**config.mk**
```make
export PLATFORM = sky130hd
export DESIGN_NAME = branch_unit_flat
export DESIGN_NICKNAME = d
export VERILOG_FILES = /design/src/rtl/branch_pkg.sv /design/src/rtl/branch_unit_if.sv /design/src/rtl/branch_cmp.sv /design/src/rtl/branch_unit.sv /design/src/flat_wrapper.sv
export SDC_FILE = /design/constraint.sdc
export NUM_CORES = 1
export LEC_CHECK = 0
export BUFFER_PORTS_ARGS = -buffer_cell sky130_fd_sc_hd__buf_4
export CORE_ASPECT_RATIO = 1.1
export CORE_MARGIN = 2
export CORE_UTILIZATION = 50
export CTS_BUF_LIST = sky130_fd_sc_hd__clkbuf_2 sky130_fd_sc_hd__clkbuf_4 sky130_fd_sc_hd__clkbuf_8
export CTS_CLUSTER_DIAMETER = 60
export DETAILED_ROUTE_END_ITERATION = 16
export GPL_TIMING_DRIVEN = 0
export HOLD_SLACK_MARGIN = 0.06
export PLACE_DENSITY = 0.84
export SLEW_MARGIN = 10
export SYNTH_ARGS = -nofsm -noshare
export SYNTH_HDL_FRONTEND = slang
export SYNTH_HIERARCHICAL = 1
export SYNTH_SLANG_ARGS = --single-unit
```
**constraint.sdc**
```tcl
create_clock -name clk -period 3.2 [get_ports clk]
set_input_delay 0.32 -clock clk [delete_from_list [all_inputs] [get_ports clk]]
set_output_delay 0.32 -clock clk [all_outputs]
set_load 0.01 [all_outputs]
```
**src/rtl/branch_pkg.sv**
```systemverilog
// Package for the branch resolution unit.
//   - func3_e         : RV32I B-type condition codes (BEQ..BGEU)
//   - FALLTHROUGH_OFS : byte offset from the branch PC to the next sequential PC
// Optional feature macro used by the top: BRANCH_UNIT_STATS_EN.
package branch_pkg;

    typedef enum logic [2:0] {
        BEQ  = 3'b000,
        BNE  = 3'b001,
        BLT  = 3'b100,
        BGE  = 3'b101,
        BLTU = 3'b110,
        BGEU = 3'b111
    } func3_e;

    localparam int FALLTHROUGH_OFS = 4;

endpackage

```
**src/rtl/branch_unit_if.sv**
```systemverilog
// Request/result bus of the branch unit.
//   Request : in_valid, in_ready, in_func3, in_rs1, in_rs2, in_pc, in_imm,
//             in_pred_taken, in_pred_target, flush
//   Result  : out_valid, out_ready, out_taken, out_mispredict, out_illegal,
//             out_redirect_pc
// slave  = branch unit side, master = producer/consumer side.
interface branch_unit_if #(
    parameter int XLEN = 32
);
    logic            in_valid;
    logic            in_ready;
    logic [2:0]      in_func3;
    logic [XLEN-1:0] in_rs1;
    logic [XLEN-1:0] in_rs2;
    logic [XLEN-1:0] in_pc;
    logic [XLEN-1:0] in_imm;
    logic            in_pred_taken;
    logic [XLEN-1:0] in_pred_target;
    logic            flush;
    logic            out_valid;
    logic            out_ready;
    logic            out_taken;
    logic            out_mispredict;
    logic            out_illegal;
    logic [XLEN-1:0] out_redirect_pc;

    modport slave (
        input  in_valid, in_func3, in_rs1, in_rs2, in_pc, in_imm,
               in_pred_taken, in_pred_target, flush, out_ready,
        output in_ready, out_valid, out_taken, out_mispredict, out_illegal,
               out_redirect_pc
    );

    modport master (
        output in_valid, in_func3, in_rs1, in_rs2, in_pc, in_imm,
               in_pred_taken, in_pred_target, flush, out_ready,
        input  in_ready, out_valid, out_taken, out_mispredict, out_illegal,
               out_redirect_pc
    );
endinterface

```
**src/rtl/branch_cmp.sv**
```systemverilog
// Combinational branch condition evaluator.
//   i_func3        : B-type condition code
//   i_rs1, i_rs2   : operands
//   o_taken        : condition holds (0 for illegal codes)
//   o_illegal      : func3 is 010 or 011
module branch_cmp
    import branch_pkg::*;
#(
    parameter int XLEN = 32
) (
    input  logic [2:0]      i_func3,
    input  logic [XLEN-1:0] i_rs1,
    input  logic [XLEN-1:0] i_rs2,
    output logic            o_taken,
    output logic            o_illegal
);
    logic w_eq;
    logic w_lt;
    logic w_ltu;

    // Native compares avoid the overflow a subtract-based compare would hit
    // at signed min/max operands.
    assign w_eq  = (i_rs1 == i_rs2);
    assign w_lt  = ($signed(i_rs1) < $signed(i_rs2));
    assign w_ltu = (i_rs1 < i_rs2);

    always_comb begin
        o_taken   = 1'b0;
        o_illegal = 1'b0;
        case (i_func3)
            BEQ:     o_taken = w_eq;
            BNE:     o_taken = !w_eq;
            BLT:     o_taken = w_lt;
            BGE:     o_taken = !w_lt;
            BLTU:    o_taken = w_ltu;
            BGEU:    o_taken = !w_ltu;
            default: o_illegal = 1'b1;
        endcase
    end
endmodule

```
**src/rtl/branch_unit.sv**
```systemverilog
// Branch resolution unit: evaluates the branch condition, computes the correct
// next PC, flags mispredictions against the front-end prediction and presents
// the result through a single registered output stage (latency 1, full
// throughput).
//   clk, rst          : clock, asynchronous active-high reset
//   bus (slave)       : request/result handshake, see branch_unit_if
//   stat_branches     : accepted, non-flushed branches (saturating)
//   stat_mispredicts  : accepted, non-flushed mispredicted branches (saturating)
// Macro BRANCH_UNIT_STATS_EN: when defined, statistics counters are built;
// otherwise the stat outputs are constant zero.
module branch_unit
    import branch_pkg::*;
#(
    parameter int XLEN   = 32,
    parameter int STAT_W = 32
) (
    input  logic              clk,
    input  logic              rst,
    branch_unit_if.slave      bus,
    output logic [STAT_W-1:0] stat_branches,
    output logic [STAT_W-1:0] stat_mispredicts
);
    logic            w_taken;
    logic            w_illegal;
    logic            w_mispredict;
    logic            w_in_ready;
    logic            w_push;
    logic [XLEN-1:0] w_target;
    logic [XLEN-1:0] w_fallthrough;

    logic            r_out_valid;
    logic            r_out_taken;
    logic            r_out_mispredict;
    logic            r_out_illegal;
    logic [XLEN-1:0] r_out_redirect_pc;

    branch_cmp #(.XLEN(XLEN)) u_cmp (
        .i_func3   (bus.in_func3),
        .i_rs1     (bus.in_rs1),
        .i_rs2     (bus.in_rs2),
        .o_taken   (w_taken),
        .o_illegal (w_illegal)
    );

    assign w_target      = bus.in_pc + bus.in_imm;
    assign w_fallthrough = bus.in_pc + XLEN'(FALLTHROUGH_OFS);
    // Illegal codes resolve not-taken, so this reduces to in_pred_taken there.
    assign w_mispredict  = (w_taken != bus.in_pred_taken) ||
                           (w_taken && (bus.in_pred_target != w_target));

    assign w_in_ready = !r_out_valid || bus.out_ready;
    // A request accepted in a flush cycle is discarded and not counted.
    assign w_push     = bus.in_valid && w_in_ready && !bus.flush;

    always_ff @(posedge clk or posedge rst) begin
        if (rst) begin
            r_out_valid       <= 1'b0;
            r_out_taken       <= 1'b0;
            r_out_mispredict  <= 1'b0;
            r_out_illegal     <= 1'b0;
            r_out_redirect_pc <= '0;
        end else if (bus.flush) begin
            r_out_valid <= 1'b0;
        end else if (w_push) begin
            r_out_valid       <= 1'b1;
            r_out_taken       <= w_taken;
            r_out_mispredict  <= w_mispredict;
            r_out_illegal     <= w_illegal;
            r_out_redirect_pc <= w_taken ? w_target : w_fallthrough;
        end else if (r_out_valid && bus.out_ready) begin
            r_out_valid <= 1'b0;
        end
    end

    assign bus.in_ready        = w_in_ready;
    assign bus.out_valid       = r_out_valid;
    assign bus.out_taken       = r_out_taken;
    assign bus.out_mispredict  = r_out_mispredict;
    assign bus.out_illegal     = r_out_illegal;
    assign bus.out_redirect_pc = r_out_redirect_pc;

`ifdef BRANCH_UNIT_STATS_EN
    logic [STAT_W-1:0] r_stat_branches;
    logic [STAT_W-1:0] r_stat_mispredicts;

    always_ff @(posedge clk or posedge rst) begin
        if (rst) begin
            r_stat_branches    <= '0;
            r_stat_mispredicts <= '0;
        end else if (w_push) begin
            if (r_stat_branches != '1)
                r_stat_branches <= r_stat_branches + 1'b1;
            if (w_mispredict && (r_stat_mispredicts != '1))
                r_stat_mispredicts <= r_stat_mispredicts + 1'b1;
        end
    end

    assign stat_branches    = r_stat_branches;
    assign stat_mispredicts = r_stat_mispredicts;
`else
    assign stat_branches    = '0;
    assign stat_mispredicts = '0;
`endif
endmodule
```
**src/flat_wrapper.sv**
```systemverilog
// flat-port wrapper written by rule: the top's interface ports become plain ports
module branch_unit_flat import branch_pkg::*;
#(
    parameter int XLEN   = 32,
    parameter int STAT_W = 32
)
  (clk, rst, stat_branches, stat_mispredicts, bus_in_valid, bus_in_func3, bus_in_rs1, bus_in_rs2, bus_in_pc, bus_in_imm, bus_in_pred_taken, bus_in_pred_target, bus_flush, bus_out_ready, bus_in_ready, bus_out_valid, bus_out_taken, bus_out_mispredict, bus_out_illegal, bus_out_redirect_pc);
  branch_unit_if #(.XLEN(XLEN)) bus_i ();
  input  logic clk;
  input  logic rst;
  output logic [STAT_W-1:0] stat_branches;
  output logic [STAT_W-1:0] stat_mispredicts;
  input wire logic [$bits(bus_i.in_valid)-1:0] bus_in_valid;
  input wire logic [$bits(bus_i.in_func3)-1:0] bus_in_func3;
  input wire logic [$bits(bus_i.in_rs1)-1:0] bus_in_rs1;
  input wire logic [$bits(bus_i.in_rs2)-1:0] bus_in_rs2;
  input wire logic [$bits(bus_i.in_pc)-1:0] bus_in_pc;
  input wire logic [$bits(bus_i.in_imm)-1:0] bus_in_imm;
  input wire logic [$bits(bus_i.in_pred_taken)-1:0] bus_in_pred_taken;
  input wire logic [$bits(bus_i.in_pred_target)-1:0] bus_in_pred_target;
  input wire logic [$bits(bus_i.flush)-1:0] bus_flush;
  input wire logic [$bits(bus_i.out_ready)-1:0] bus_out_ready;
  output wire logic [$bits(bus_i.in_ready)-1:0] bus_in_ready;
  output wire logic [$bits(bus_i.out_valid)-1:0] bus_out_valid;
  output wire logic [$bits(bus_i.out_taken)-1:0] bus_out_taken;
  output wire logic [$bits(bus_i.out_mispredict)-1:0] bus_out_mispredict;
  output wire logic [$bits(bus_i.out_illegal)-1:0] bus_out_illegal;
  output wire logic [$bits(bus_i.out_redirect_pc)-1:0] bus_out_redirect_pc;
  assign bus_i.in_valid = bus_in_valid;
  assign bus_i.in_func3 = bus_in_func3;
  assign bus_i.in_rs1 = bus_in_rs1;
  assign bus_i.in_rs2 = bus_in_rs2;
  assign bus_i.in_pc = bus_in_pc;
  assign bus_i.in_imm = bus_in_imm;
  assign bus_i.in_pred_taken = bus_in_pred_taken;
  assign bus_i.in_pred_target = bus_in_pred_target;
  assign bus_i.flush = bus_flush;
  assign bus_i.out_ready = bus_out_ready;
  assign bus_in_ready = bus_i.in_ready;
  assign bus_out_valid = bus_i.out_valid;
  assign bus_out_taken = bus_i.out_taken;
  assign bus_out_mispredict = bus_i.out_mispredict;
  assign bus_out_illegal = bus_i.out_illegal;
  assign bus_out_redirect_pc = bus_i.out_redirect_pc;
  branch_unit #(.XLEN(XLEN), .STAT_W(STAT_W)) u_core (.clk(clk), .rst(rst), .bus(bus_i), .stat_branches(stat_branches), .stat_mispredicts(stat_mispredicts));
endmodule
```
==> PnR_summary.wiki <==
{| class="wikitable"
! Metric !! Value
|-
| Port buffer count || 205
|-
| Placed cells || 1239
|-
| Vias || 6959
|-
| Critical path data required time || 3.37 ns
|-
| Starting density of the core || 0.5137
|-
| Setup repair after global routing missed its margin || true
|-
| Synth Flop Type || sky130_fd_sc_hd__dfrtp_1
|-
| Clock Power Share || 0.136
|-
| Fraction of the cycle the final worst path needs || 1.223
|-
| I/O pin count || 270
|-
| Initial detailed-routing violation count || 476
|-
| Layout overhead on the synthesized area || 38.41%
|-
| GR met1 Demand/Resource || 0.4088
|-
| Number of antenna violations at the first check in global routing || 0
|-
| Total grt overflow || 0
|-
| CTS tree || yes
|-
| Buf/Inv on CP || 3
|-
| Switching share of total power || 0.4219
|-
| Distinct cells, synth || 82
|-
| Post-route insts no fill || 1252
|-
| Arrival time at the worst endpoint || 4.08 ns
|-
| Endpoint type of the worst setup path || flip-flop
|-
| Number of global-route vias before repair || 6363
|-
| Area fraction of the dominant cell type after synthesis || 0.1451
|-
| Worst-path maximum fanout || 3
|-
| Clock latency reported for the late side of the worst-skew pair || 0.29 ns
|-
| Die extent in y || 120.9 um
|-
| Floorplan row count || 42
|-
| CTS buffer count || 5
|-
| Total count of max-transition violations in the final report || 0
|-
| Relative max-transition margin || 0.5058
|-
| Max-cap violation count || 0
|-
| Largest net degree at the start of global routing || 37
|-
| Final Routed Wirelength || 21000 um
|-
| Deepest level of the CTS H-tree || 2
|-
| Classification of the worst setup path || in -> reg
|-
| Routability-driven placement congestion ratio || 0.9559
|-
| Library cell appearing most often on the critical path || sky130_fd_sc_hd__nand4_1
|-
| Instance area after placement || 8223 sq um
|-
| Routing layer with the top usage in global route || met2
|-
| Most frequent cell after synthesis || sky130_fd_sc_hd__a21oi_1
|-
| Synthesis warning total || 6
|-
| Count of final hold-check violations || 0
|-
| Post-synthesis cell type with the largest combined area || sky130_fd_sc_hd__dfrtp_1
|-
| Half-perimeter wire length of the detailed placement result || 17190 um
|-
| Top Family by Delay on Critical Path || simple AND/OR/NAND/NOR gates
|-
| Clock net sink count || 36
|-
| Via density per instance || 5.558
|-
| Failing checks || setup timing
|-
| Number of nets in the layout || 1331
|-
| Max frequency || 0.2555 GHz
|-
| Power Density || 300.8 nW/um^2
|-
| Horiz. Die Dim || 110.2 um
|-
| Post-Place Worst Slack || -1.313 ns
|-
| Maximum single-stage delay on the critical path || 0.46 ns
|-
| Post-synth top cells || 82 x sky130_fd_sc_hd__a21oi_1, 74 x sky130_fd_sc_hd__nand2_1, 70 x sky130_fd_sc_hd__buf_4, 64 x sky130_fd_sc_hd__ha_1, 53 x sky130_fd_sc_hd__o21ai_0
|-
| Antenna Diode Count || 0
|-
| Mean instance size in the synthesized netlist || 7.599 sq um
|-
| Worst-case clock buffer depth || 2
|-
| Worst-path cell with the longest stage delay || sky130_fd_sc_hd__or4_4
|-
| DRC Markers || 0
|-
| Internal power contribution || 1.494 mW
|-
| Combinational group share of total power || 0.629
|-
| P_leak || 4.256 nW
|-
| Async SR Flop Fraction || 1.000
|-
| Post-Synthesis Cell Area || 6208 sq um
|-
| Sequential element share of the synthesized area || 0.1451
|-
| Post-Layout Inst Area || 8593 sq um
|-
| Fraction of final layout cells sized beyond drive strength 1 || 0.3270
|-
| Setup-violating endpoint count in the final report || 2
|-
| Antenna viol nets, final || 0
|-
| Element type at the critical path start || input pin
|-
| Hold/Removal Path Class || in -> async
|-
| Final clock skew || 0.004600 ns
|-
| Std-Cell Core Area || 12090 sq um
|-
| Flop pwr share || 0.235
|-
| Global-route wire length before repair || 31470 um
|-
| Count of state elements after synthesis || 36
|-
| Clock root buffer || sky130_fd_sc_hd__clkbuf_8
|-
| Post-layout worst setup margin || -0.7138 ns
|-
| VDD IR-drop max || 0.2561 mV
|-
| Met2 usage || 0.5104
|-
| Cell types occupying the most area after synthesis || sky130_fd_sc_hd__dfrtp_1 15%, sky130_fd_sc_hd__ha_1 13%, sky130_fd_sc_hd__buf_4 8.5%
|-
| Total die area || 13330 sq um
|-
| Total power of the final layout || 2.585 mW
|-
| Sw Pwr || 1.091 mW
|-
| Final Critical Period || 3.914 ns
|-
| Routed wire length per instance || 16.78 um
|-
| Measured slew at the worst slew-check pin || 0.7402 ns
|-
| Gate count of the mapped netlist || 817
|-
| Outcome || finished with violations
|-
| Count of flip-flops with a built-in enable after synthesis || 0
|-
| Global-route usage over all layers || 0.3015
|-
| Global-route track usage on met3 || 0.02202
|-
| Drt pass-1 iters || 7
|-
| Clock transition at the register clock pins on the worst setup and hold paths after CTS || 0.07 ns
|-
| Series of cell instances along the critical path || buf_4 -> inv_1 -> ha_4 -> a21oi_1 -> nand2_1 -> a221oi_4 -> o22ai_4 -> o31ai_2 -> a31o_1 -> clkbuf_8 -> nand4_1 -> nor4bb_1 -> nand4_1 -> or4_1 -> nor4_2 -> nand4_1 -> or4_4 -> nor4_4 -> a21oi_1
|}
metrics by stage:
stage / hold slack (ns) / TNS (ns) / util
detailed placement: 0.4740 / -3.341 / 0.6803
finish: 0.1558 / -0.7357 / 0.7110
global route: 0.1875 / -2.754 / 0.7110
global placement: 0.4628 / -2.959 / 0.6803
floorplan: 0.3831 / -0.5192 / -
CTS: 0.1796 / -0.7355 / 0.7061
power by group through the flow:
stage / sequential (mW) / clock [mW] / combinational (mW)
2_1_floorplan: 0.654 / 0 / 0.901
3_3_place_gp: 0.611 / 0 / 1.51
3_5_place_dp: 0.617 / 0 / 1.53
4_1_cts: 0.607 / 0.357 / 1.57
5_1_grt: 0.619 / 0.370 / 1.76
6_report: 0.607 / 0.352 / 1.63
timing repair:
action / 4_1_cts / 5_1_grt
buffers inserted: 5 / 0
resized for setup: 24 / 16
pin swaps: 16 / 7
setup endpoints to repair: 4 / 18
hold buffers: 0 / 0
flip-flops by register name (all words and copies together), names as in the netlist:
name	count
u_core/bus.out_taken	1
u_core/bus.out_valid	1
u_core/bus.out_illegal	1
u_core/bus.out_mispredict	1
u_core/bus.out_redirect_pc	32
per-layer routing:
layer  routed length (um)  vias to the layer above  share of wire
li1                     -                     3354              -
met1                 8204                     3181           0.39
met2                10190                      379           0.49
met3                 2064                       45          0.098
met4                  543                        0          0.026
met5                    0                        -              0
final cells by class:
cell class	instances	area, sq um
plain buffers	99	715.7
clock buffers	7	90.09
clock inverters	1	7.507
fillers	1052	3493
inverters	43	161.4
multi-input cells	702	4945
flip-flops and latches	36	900.9
well taps	154	192.7
repair buffers	210	1580
cell families after synthesis:
group,Yosys count,synth area share
other cells,1,0.0006040
fa+ha+maj,66,0.1338
flops,36,0.1451
mux,10,0.01673
buf+inv,142,0.1391
xor+xnor,90,0.1314
simple gates,247,0.2025
compound gates,225,0.2308
path summary, 6_finish.rpt:
check / from / end / slack (ns) / depth (start not counted)
worst max-delay path: bus_in_rs2[14] / u_core/bus.out_mispredict$_DFFE_PP0P_ / -0.71 / 19
worst min-delay path: rst / u_core/bus.out_redirect_pc[0]$_DFFE_PP0P_ / 0.16 / 2
worst max register to register: u_core/bus.out_valid$_DFFE_PP0P_ / u_core/bus.out_mispredict$_DFFE_PP0P_ / 0.44 / 10
worst min register to register: u_core/bus.out_redirect_pc[1]$_DFFE_PP0P_ / u_core/bus.out_redirect_pc[1]$_DFFE_PP0P_ / 0.48 / 2
max in group asynchronous: rst / u_core/bus.out_redirect_pc[15]$_DFFE_PP0P_ / 2.57 / 2
min in group clk: bus_flush / u_core/bus.out_valid$_DFFE_PP0P_ / 0.18 / 2
layout by cell type, fill, tap and decap left out, types with 6 or more instances in the layout:
cell	instances
sky130_fd_sc_hd__inv_2	7
sky130_fd_sc_hd__buf_4	279
sky130_fd_sc_hd__and3_1	9
sky130_fd_sc_hd__and4_1	8
sky130_fd_sc_hd__ha_1	52
sky130_fd_sc_hd__a21oi_1	80
sky130_fd_sc_hd__nand2_1	74
sky130_fd_sc_hd__nor2_1	50
sky130_fd_sc_hd__xnor2_1	49
sky130_fd_sc_hd__mux2i_1	7
sky130_fd_sc_hd__nor3_1	9
sky130_fd_sc_hd__a211o_1	7
sky130_fd_sc_hd__clkbuf_8	8
sky130_fd_sc_hd__nand4_1	20
sky130_fd_sc_hd__dfrtp_1	36
sky130_fd_sc_hd__ha_4	12
sky130_fd_sc_hd__nor2b_1	6
sky130_fd_sc_hd__o21a_1	9
sky130_fd_sc_hd__conb_1	64
sky130_fd_sc_hd__o21ai_0	52
sky130_fd_sc_hd__clkbuf_1	12
sky130_fd_sc_hd__inv_1	36
sky130_fd_sc_hd__xor2_1	39
sky130_fd_sc_hd__a21o_1	13
sky130_fd_sc_hd__nand3_1	28
sky130_fd_sc_hd__buf_6	6
worst reg2reg max path, cell delays in order (launching register included):
cell and delay [ns]:
sky130_fd_sc_hd__dfrtp_1 0.38, sky130_fd_sc_hd__nand2b_1 0.11, sky130_fd_sc_hd__nand3b_1 0.21, sky130_fd_sc_hd__a221oi_1 0.34
sky130_fd_sc_hd__nand4_1 0.13, sky130_fd_sc_hd__or4_1 0.43, sky130_fd_sc_hd__nor4_2 0.15, sky130_fd_sc_hd__nand4_1 0.15
sky130_fd_sc_hd__or4_4 0.46, sky130_fd_sc_hd__nor4_4 0.17, sky130_fd_sc_hd__a21oi_1 0.10
Power figures use the tool's default switching activity.
